--- src/rtl/otter_sseg_scanner.sv ---
// OTTER IOBUS seven-segment scan controller: double-buffered 16-bit hex value, 4-digit time multiplexing.
// Optional build macro SSEG_LZ_SUPPRESS_EN blanks leading-zero digits above the most-significant nonzero nibble.
module otter_sseg_scanner #(
  parameter int unsigned SCAN_DIV  = 50000,
  parameter logic [31:0] DATA_ADDR = 32'h1100C00C,
  parameter logic [31:0] CTRL_ADDR = 32'h1100C010
) (
  input  logic        clk,
  input  logic        RST_N,
  input  logic [31:0] IOBUS_addr,
  input  logic [31:0] IOBUS_out,
  input  logic        IOBUS_wr,
  output logic [31:0] rd_data,
  output logic        rd_hit,
  output logic [7:0]  segs,
  output logic [3:0]  an
);

  localparam int unsigned PW = (SCAN_DIV > 2) ? $clog2(SCAN_DIV) : 1;
  localparam logic [PW-1:0] DIV_LAST = PW'(SCAN_DIV - 1);

  // Active-low a..g pattern for one hex nibble; b and d are lowercase glyphs.
  function automatic logic [6:0] hex7(input logic [3:0] n);
    case (n)
      4'h0: hex7 = 7'h40;
      4'h1: hex7 = 7'h79;
      4'h2: hex7 = 7'h24;
      4'h3: hex7 = 7'h30;
      4'h4: hex7 = 7'h19;
      4'h5: hex7 = 7'h12;
      4'h6: hex7 = 7'h02;
      4'h7: hex7 = 7'h78;
      4'h8: hex7 = 7'h00;
      4'h9: hex7 = 7'h10;
      4'hA: hex7 = 7'h08;
      4'hB: hex7 = 7'h03;
      4'hC: hex7 = 7'h46;
      4'hD: hex7 = 7'h21;
      4'hE: hex7 = 7'h06;
      default: hex7 = 7'h0E;
    endcase
  endfunction

  logic [15:0]   shadow, shadow_n, active, active_n;
  logic          en, en_n, pending, pending_n;
  logic [3:0]    blank, blank_n, dp, dp_n;
  logic [PW-1:0] presc, presc_n;
  logic [1:0]    idx, idx_n;
  logic [7:0]    segs_n;
  logic [3:0]    an_n;
  logic          data_we, ctrl_we, tick;

  logic unused_bus_bits;
  assign unused_bus_bits = ^{IOBUS_out[31:16], IOBUS_out[3:1]};

  assign data_we = IOBUS_wr && (IOBUS_addr == DATA_ADDR);
  assign ctrl_we = IOBUS_wr && (IOBUS_addr == CTRL_ADDR);
  assign tick    = (presc == DIV_LAST);

  always_comb begin
    rd_data = '0;
    rd_hit  = 1'b0;
    if (IOBUS_addr == DATA_ADDR) begin
      rd_hit  = 1'b1;
      rd_data = {16'b0, shadow};
    end else if (IOBUS_addr == CTRL_ADDR) begin
      rd_hit  = 1'b1;
      rd_data = {pending, 19'b0, dp, blank, 3'b0, en};
    end
  end

  // NOTE: every signal driven here gets a default first, so no path can leave it unassigned and infer a latch.
  always_comb begin
    shadow_n  = shadow;
    active_n  = active;
    en_n      = en;
    blank_n   = blank;
    dp_n      = dp;
    pending_n = pending;
    presc_n   = presc;
    idx_n     = idx;

    if (ctrl_we) begin
      en_n    = IOBUS_out[0];
      blank_n = IOBUS_out[7:4];
      dp_n    = IOBUS_out[11:8];
    end

    if (!en) begin
      // While disabled the display tracks shadow directly, so enabling shows current data at once.
      presc_n   = '0;
      idx_n     = 2'd0;
      active_n  = shadow;
      pending_n = 1'b0;
    end else if (!en_n) begin
      presc_n = '0;
      idx_n   = 2'd0;
    end else if (tick) begin
      presc_n = '0;
      idx_n   = idx + 2'd1;
      if (idx == 2'd3) begin
        active_n  = shadow;
        pending_n = 1'b0;
      end
    end else begin
      presc_n = presc + PW'(1);
    end

    // A write landing on a frame-load edge keeps pending set so it shows next frame.
    if (data_we) begin
      shadow_n  = IOBUS_out[15:0];
      pending_n = 1'b1;
    end
  end

  logic [3:0] nib;
  logic       suppress;
  logic [1:0] msd;

  always_comb begin
    nib = active_n[{idx_n, 2'b00} +: 4];
    msd = 2'd0;
    for (int i = 1; i < 4; i++) begin
      if (active_n[4*i +: 4] != 4'h0) msd = 2'(i);
    end
`ifdef SSEG_LZ_SUPPRESS_EN
    suppress = (idx_n > msd);
`else
    suppress = 1'b0;
`endif
    if (!en_n || blank_n[idx_n] || suppress) begin
      segs_n = 8'hFF;
      an_n   = 4'hF;
    end else begin
      segs_n = {~dp_n[idx_n], hex7(nib)};
      an_n   = ~(4'b0001 << idx_n);
    end
  end

  // NOTE: state registers use non-blocking assignments so every flop samples pre-edge values.
  always_ff @(posedge clk or negedge RST_N) begin
    if (!RST_N) begin
      shadow  <= '0;
      active  <= '0;
      en      <= 1'b0;
      blank   <= '0;
      dp      <= '0;
      pending <= 1'b0;
      presc   <= '0;
      idx     <= 2'd0;
      segs    <= 8'hFF;
      an      <= 4'hF;
    end else begin
      shadow  <= shadow_n;
      active  <= active_n;
      en      <= en_n;
      blank   <= blank_n;
      dp      <= dp_n;
      pending <= pending_n;
      presc   <= presc_n;
      idx     <= idx_n;
      segs    <= segs_n;
      an      <= an_n;
    end
  end

endmodule

--- config.mk ---
export PLATFORM = sky130hd
export DESIGN_NAME = otter_sseg_scanner
export DESIGN_NICKNAME = d
export VERILOG_FILES = /design/src/rtl/otter_sseg_scanner.sv
export SDC_FILE = /design/constraint.sdc
export NUM_CORES = 1
export LEC_CHECK = 0
export CORE_MARGIN = 3
export CORE_UTILIZATION = 52
export CTS_CLUSTER_SIZE = 25
export DETAILED_ROUTE_END_ITERATION = 16
export PLACE_DENSITY = 0.86
export SLEW_MARGIN = 20
export SYNTH_ARGS = -nofsm -noshare
export SYNTH_HDL_FRONTEND = slang
export SYNTH_SLANG_ARGS = --single-unit
--- constraint.sdc ---
create_clock -name clk -period 9.4 [get_ports clk]
set_clock_uncertainty 0.15 [all_clocks]
set_input_delay 1.88 -clock clk [delete_from_list [all_inputs] [get_ports clk]]
set_output_delay 1.88 -clock clk [all_outputs]
set_load 0.03 [all_outputs]
* After elaboration in Yosys (flattened, before gate mapping)
Memory sizes are Yosys's and may differ from the RTL's. Index checks and enable logic that the tools add are counted.
Operators by class: $add $sub $neg 2, magnitude comparators 1, eq/ne operators 7, shift operators 2, mux-type cells 28, bitwise logic cells 2, reduce and logical (&&, ||, !) cells 5
Operators by type and width (number):
- $mux 16 | 7
- $eq 32x29->1 const B | 2
- $mux 32 | 2
- $add 16x1->16 const B | 1
- $eq 16x16->1 const B | 1
- $shiftx 16x5->4 | 1
- $mux 4 | 3
- $mux 1 | 10
- $ne 3x1->1 const B | 3
- $mux 8 | 1
- $mux 2 | 3
- $bmux 1 s2 | 2
- $not 4->4 | 1
- $shl 1x2->4 const A | 1
- $lt 2x3->1 const B | 1
- $reduce_and 3->1 | 1
- $add 2x1->2 const B | 1
- $eq 2x2->1 const B | 1
- $logic_and 1x1->1 | 2
- $logic_not 1->1 | 1
- $logic_or 1x1->1 | 1
- $not 1->1 | 1
Storage, ports and cells: register bits 72, memory bits (read-only) 112, bits of input ports 67, output and inout port bits 45, memories 1
Memory list:
- (name not given) | depth 16, width 7, rd ports 1, clocked after memory_dff 0, write ports 0, RTL line 24 | case (n)

* Longest topological paths before layout
Gate-level depths: netlist of run 1.
depth after elaboration 9, depth in mapped cells 15, depth with buffers taken out 13

* Least setup slack after synthesis of run 1
Ideal clock, no wire load.
kind input port to output port, start point input IOBUS_addr[9], end point output rd_data[10], data arrival time 3.579 ns, data required time 7.370 ns, setup slack 3.791 ns, cell stages on the path 5, path through nor4_1 -> nand4_1 -> nor4_1 -> clkbuf_1 -> a22o_1
On the way: word-level cells in the longest chain between the ends 3, elaborated cells between the ends (all ways) 4
Ends and longest elaborated chain:
- from (decl) | RTL line 10 | input logic [31:0] IOBUS_addr,
- $eq 32x29->1 | RTL line 66 | end else if (IOBUS_addr == CTRL_ADDR) begin
- $mux 32 | RTL line 66
- $mux 32 (*) | RTL line 63 | if (IOBUS_addr == DATA_ADDR) begin
- to (decl) | RTL line 13 | output logic [31:0] rd_data,
Mark *: on every way between the ends. The rest lies on a longest branch, timed or not.

* Worst setup path in the final report of run 1
start point input IOBUS_addr[28], end point output rd_data[8]
Same word-level chain as after synthesis.

==> results.yml, run 1 <==
finish:
  nets: 502
  drive_above_1_share_pct: 21.5
  area_delta_synth_final_pct: 26.4
  insertedDiodeCount: 0
  fill_cells: 513
place:
  gp_congestion: 0.782
  dp_hpwl_microns: 6570
  io_buffers: 80
timing:
  tightest_slew_ns: 0.971
  final.min_clock_period_ns: 6.28
  slew_violations: 0
  fin_crit_sh_pct: 66.8
  finalSetupTns_ns: 0
  setup_viol: 0
  fmax_ghz: 0.159
  relSlewSlack_pct: 35.1
  rsz0062_at_grt: "no"
  final_hold_viol_count: 0
routing:
  routed_via_density: 5.66
  wire_per_inst_microns: 17.0
  drt-pass1-iter-count: 4
  antenna_left: 0
  post-route-drc-count: 0
  vias: 2991
  wirelength_microns: 8980
  drtIter0Drc: 207
global_routing:
  antenna_found_initial: 0
  grt_overflow: 0
  grt_pass1_wl_microns: 14600
  track_usage_pct: 21.6
  grt_max_degree: 73
  grt_pass1_vias: 2987
die:
  io_pins: 112
  start_util_pct: 55.4
  die_h_microns: 92.5
  die_width_microns: 92.5
  row_count: 30
  dieArea_sq_mm: 0.00855
  core_area_sq_mm: 0.00702
clock_network:
  cts_sinks: 72
  cts.repair.resized: 0
  cts_made_buffers: 9
  hold_buffers: 0
  cts_setup_buffers: 0
  path_clk_slew_ns: 0.07
  cts-htree-levels: 3
  clk_latency_ns: 0.34
  cts_tree: "done"
  clock-root-buffer: "clkbuf_8"
  clockBufferDepth: 2
synthesis:
  synth_cell_type_count: 63
  synth_top_area_share_pct: 38.6
  syn-cell-area_sq_mm: 0.00389
  synthCells: 346
  synth_warnings: 0
  synth_most_common_cell: "dfrtp_1"
  synth.area.top_cells: "dfrtp_1, mux2_2, dfstp_2"
  syn_area_per_cell_sq_um: 11.2
  yosysTopAreaCell: "dfrtp_1"
  synth_top_flop_cell: "dfrtp_1"
  yosysSeqAreaShare_pct: 46.7
  synth_edf_count: 0
  yosys-top-cells-count: "dfrtp_1, mux2_2, nor2_1"
  yosys_register_bits: 72
  async_flop_share_pct: 100
worst_setup_path:
  cpMostUsedCell: "clkdlybuf4s50_1"
  setup.worst_path.class: "in -> out"
  end_kind: "output port"
  critPathLaunchType: "input port"
  crit_family: "buffers and inverters"
  crit_arrival_ns: 4.25
  worst-path-max-fanout: 9
  path_depth: 7
  worst-path-buf-inv: 2
  ff2ff_path_depth: 11
  critPathRequiredTime_ns: 7.37
  cp_cell_sequence: "clkdlybuf4s50_1, nor3b_1, nand4_1, nor2_1, and2_1, a22o_1, clkdlybuf4s50_1"
  crit_path_top_delay_cell: "clkdlybuf4s50_1"
  cpPeakStageDelay_ns: 0.68
power_and_ir_drop:
  power_density_mw_per_mm2: 124
  irDropWorstVdd_mv: 0.114
  design_power_total_mw: 0.612
  leakage_nw: 2.16
flow_run:
  drv_cap: 0
hold_path:
  hp-class: "reg -> reg"
  min_path_cells: 1
status:
  status: "finished clean"
==> routing by layer <==
layer	track usage (%)	routed length [microns]
met2	38.3	4690
met3	5.52	570
met4	4.95	89
met5	0	0
met1	26.2	3640
==> layout make-up <==
| cell class | instances | area [sq um] | area share, % |
|---|---|---|---|
| Timing Repair Buffer | 82 | 811 | 16.5 |
| Sequential cell | 72 | 1820 | 36.9 |
| Clock buffer | 10 | 128 | 2.59 |
| Clock inverter | 6 | 83.8 | 1.70 |
| Inverter | 15 | 56.3 | 1.14 |
| Tap cell | 96 | 120 | 2.44 |
| Multi-Input combinational cell | 247 | 1900 | 38.7 |
==> registers in the layout, summed over array words and instances (netlist names) <==
signal   cells
active      16
idx          2
an           4
blank        4
pending      1
dp           4
presc       16
segs         8
shadow      16
en           1
==> final timing paths <==
kind                                          to  slack (ns)          startpoint
max in group asynchronous        dp[0]$_DFF_PN0_        6.93               RST_N
min                           presc[0]$_DFF_PN0_        0.31  presc[0]$_DFF_PN0_
max                                   rd_data[8]        3.12      IOBUS_addr[28]
min reg2reg                   presc[0]$_DFF_PN0_        0.31  presc[0]$_DFF_PN0_
min in group asynchronous  shadow[3]$_DFFE_PN0P_        1.59               RST_N
max reg2reg                    segs[3]$_DFF_PN1_        5.20  presc[7]$_DFF_PN0_
==> kinds of logic (layout without fill, tap and decap cells) <==
| family | after synthesis | in the layout | share of synthesized area [%] |
|---|---|---|---|
| AND/OR/NAND/NOR | 119 | 119 | 17.7 |
| flip-flops | 72 | 72 | 46.7 |
| AO/OA/AOI/OAI | 51 | 51 | 12.0 |
| buffers and inverters | 41 | 113 | 5.89 |
| multiplexers | 39 | 39 | 11.6 |
| XOR/XNOR | 15 | 15 | 3.38 |
| adder cells (fa/ha/maj) | 8 | 8 | 2.57 |
| other | 1 | 15 | 0.0964 |
==> power breakdown <==
| part | internal, mW | switching [mW] | leakage [nW] | total (mW) |
|---|---|---|---|---|
| combinational | 0.0199 | 0.0206 | 1.15 | 0.0406 |
| sequential | 0.310 | 0.00000185 | 0.897 | 0.310 |
| clock | 0.149 | 0.113 | 0.110 | 0.261 |
==> cells in the final DEF (no fill, tap or decap), types with 3 or more instances in the layout <==
master	instances
o221ai_1	7
xor2_1	6
and3_1	5
mux2_2	32
ha_1	8
nand3b_1	3
or3_1	3
a211oi_1	3
a22o_1	10
xnor2_1	9
dfstp_2	12
clkdlybuf4s50_1	79
nor2_1	29
nand4_1	7
and2_1	10
clkbuf_8	9
a22oi_1	6
nor4_1	8
and2_2	3
clkinv_2	3
o22ai_1	4
and4_1	3
conb_1	15
inv_1	13
mux2i_1	4
dfrtp_1	60
nand3_1	11
nand2_1	16
nand2b_1	3
==> per-stage QoR <==
step | instances | util, % | hold slack [ns] | setup WS (ns) | area [sq um]
after CTS | 528 | 70.1 | 0.314 | 3.13 | 4920
after detailed placement | 512 | 67.1 | 0.304 | 3.12 | 4710
after global routing | 528 | 70.1 | 0.332 | 2.99 | 4920
after floorplan | 360 | - | 0.275 | 3.79 | 3940
final | 528 | 70.1 | 0.313 | 3.12 | 4920
after global placement | 512 | 67.1 | 0.291 | 3.19 | 4710
(Power assumes the default switching activity.)
==> run 2: changes to the inputs <==
CORE_UTILIZATION = 48   (was 52)
PLACE_DENSITY = 0.81   (was 0.86)
clock period = 6.2 ns   (was 9.4 ns; I/O delays follow)
==> run 2 against run 1 <==
  * Power up 55%
  * Via count shrank 3.1%
  * Highest routed layer unchanged
  * Final cell count grew 1.1%
  * Register-to-register slack lost 3.2 ns
  * Largest power group unchanged
  * Global-route usage decreased by 2.3 points
  * Wire length is 4.1% lower
  * Hold slack worse by 0.0017 ns
  * Combinational power grew 51%
==> results.yml, run 2 (synthesis gave the netlist of run 1 again) <==
worst_setup_path:
  crit_family: "buffers and inverters"
  critPathLaunchType: "input port"
  cp_cell_sequence: "clkdlybuf4s50_1, nor4_1, nand4_1, nor4_2, buf_4, a22o_1, clkdlybuf4s50_1"
  crit_path_top_delay_cell: "clkdlybuf4s50_1"
  worst-path-buf-inv: 3
  worst-path-max-fanout: 17
  end_kind: "output port"
  crit_arrival_ns: 3.58
  cpMostUsedCell: "clkdlybuf4s50_1"
  cpPeakStageDelay_ns: 0.68
  critPathRequiredTime_ns: 4.81
  setup.worst_path.class: "in -> out"
timing:
  final.min_clock_period_ns: 4.97
  setup_viol: 0
  whs_ns: 0.311
  fmax_ghz: 0.201
  relSlewSlack_pct: 33.6
  slew_violations: 0
  rsz0062_at_grt: "no"
  final_hold_viol_count: 0
  finalSetupTns_ns: 0
  fin_crit_sh_pct: 80.1
  tightest_slew_ns: 0.993
  finalWorstSetupSlack_ns: 1.23
clock_network:
  path_clk_slew_ns: 0.08
  clockBufferDepth: 2
  cts.repair.resized: 0
  clk_latency_ns: 0.35
  cts_setup_buffers: 0
  cts-htree-levels: 3
  cts_sinks: 72
  cts_tree: "done"
  hold_buffers: 0
  clock-root-buffer: "clkbuf_8"
  cts_made_buffers: 9
die:
  start_util_pct: 49.8
  core_area_sq_mm: 0.00781
  row_count: 32
  die_h_microns: 96.0
  dieArea_sq_mm: 0.00922
  die_width_microns: 96.0
  io_pins: 112
place:
  dpl-instance-area_sq_mm: 0.00471
  post-place-cells: 518
  dp_hpwl_microns: 6140
  io_buffers: 80
  pre_cts_ws_ns: 0.998
  gp_congestion: 0.821
power_and_ir_drop:
  leakage_nw: 2.16
  design_power_total_mw: 0.949
  irDropWorstVdd_mv: 0.144
  power_density_mw_per_mm2: 192
finish:
  insertedDiodeCount: 0
  final_area_sq_mm: 0.00494
  final_cells: 534
  multi_input_area_sq_mm: 0.00190
  utilization_pct: 63.3
  drive_above_1_share_pct: 21.8
  largestRegisters: "active: 16 flops, presc: 16 flops, shadow: 16 flops"
  layout_common_cells: "clkdlybuf4s50_1, dfrtp_1, mux2_2"
  fill_cells: 618
  final_common_cell: "clkdlybuf4s50_1"
  regArea_sq_mm: 0.00182
  area_delta_synth_final_pct: 27.0
  nets: 502
global_routing:
  grt_pass1_wl_microns: 13800
  grt_overflow: 0
  antenna_found_initial: 0
  grt_pass1_vias: 2899
  grt_max_degree: 73
  track_usage_pct: 19.3
routing:
  drt-pass1-iter-count: 4
  drtIter0Drc: 105
  vias: 2898
  antenna_left: 0
  post-route-drc-count: 0
  routed_via_density: 5.43
  wirelength_microns: 8610
  wire_per_inst_microns: 16.1
hold_path:
  hp-class: "reg -> reg"
status:
  status: "finished clean"
flow_run:
  drv_cap: 0
-- run 2: worst reg2reg max path, cell delays in order, from the launching register on --
cell and delay (ns):
dfrtp_1 0.46, nor4_2 0.36, and4_1 0.47, a21oi_4 0.15, a21oi_4 0.48, mux2_2 0.42
a22o_1 0.22, a221oi_2 0.42, inv_2 0.14, ha_1 0.27, mux4_2 0.45, nand2b_1 0.15
-- run 2: layout make-up --
cell class                      instances  share of cell area, %
Multi-Input combinational cell        247                   38.5
Sequential cell                        72                   36.8
Timing Repair Buffer                   82                   16.4
Tap cell                              102                   2.58
Clock buffer                            9                   2.51
Clock inverter                          7                   2.08
Inverter                               15                   1.14
-- run 2: power by group --
| part | internal (mW) | switching (mW) |
|---|---|---|
| Clock | 0.231 | 0.187 |
| Combinational | 0.0302 | 0.0312 |
| Sequential | 0.470 | 0.00000280 |
-- run 2: layer usage --
layer | share of wire [%] | vias up | global-route usage, %
met3 | 6.5 | 12 | 5.16
met1 | 44 | 1426 | 24.3
met2 | 49 | 76 | 32.1
met4 | 1.0 | 0 | 6.28
met5 | 0 | - | 0
li1 | - | 1384 | -
-- run 2: worst paths after layout --
check	startpoint	endpoint	slack, ns	depth (start not counted)
max in group asynchronous	RST_N	blank[0]$_DFF_PN0_	4.38	2
setup / recovery	IOBUS_addr[5]	rd_data[0]	1.23	7
hold reg to reg	presc[0]$_DFF_PN0_	presc[0]$_DFF_PN0_	0.31	1
min in group asynchronous	RST_N	active[12]$_DFF_PN0_	0.95	2
setup reg to reg	presc[7]$_DFF_PN0_	segs[3]$_DFF_PN1_	1.99	11
hold / removal	presc[0]$_DFF_PN0_	presc[0]$_DFF_PN0_	0.31	1
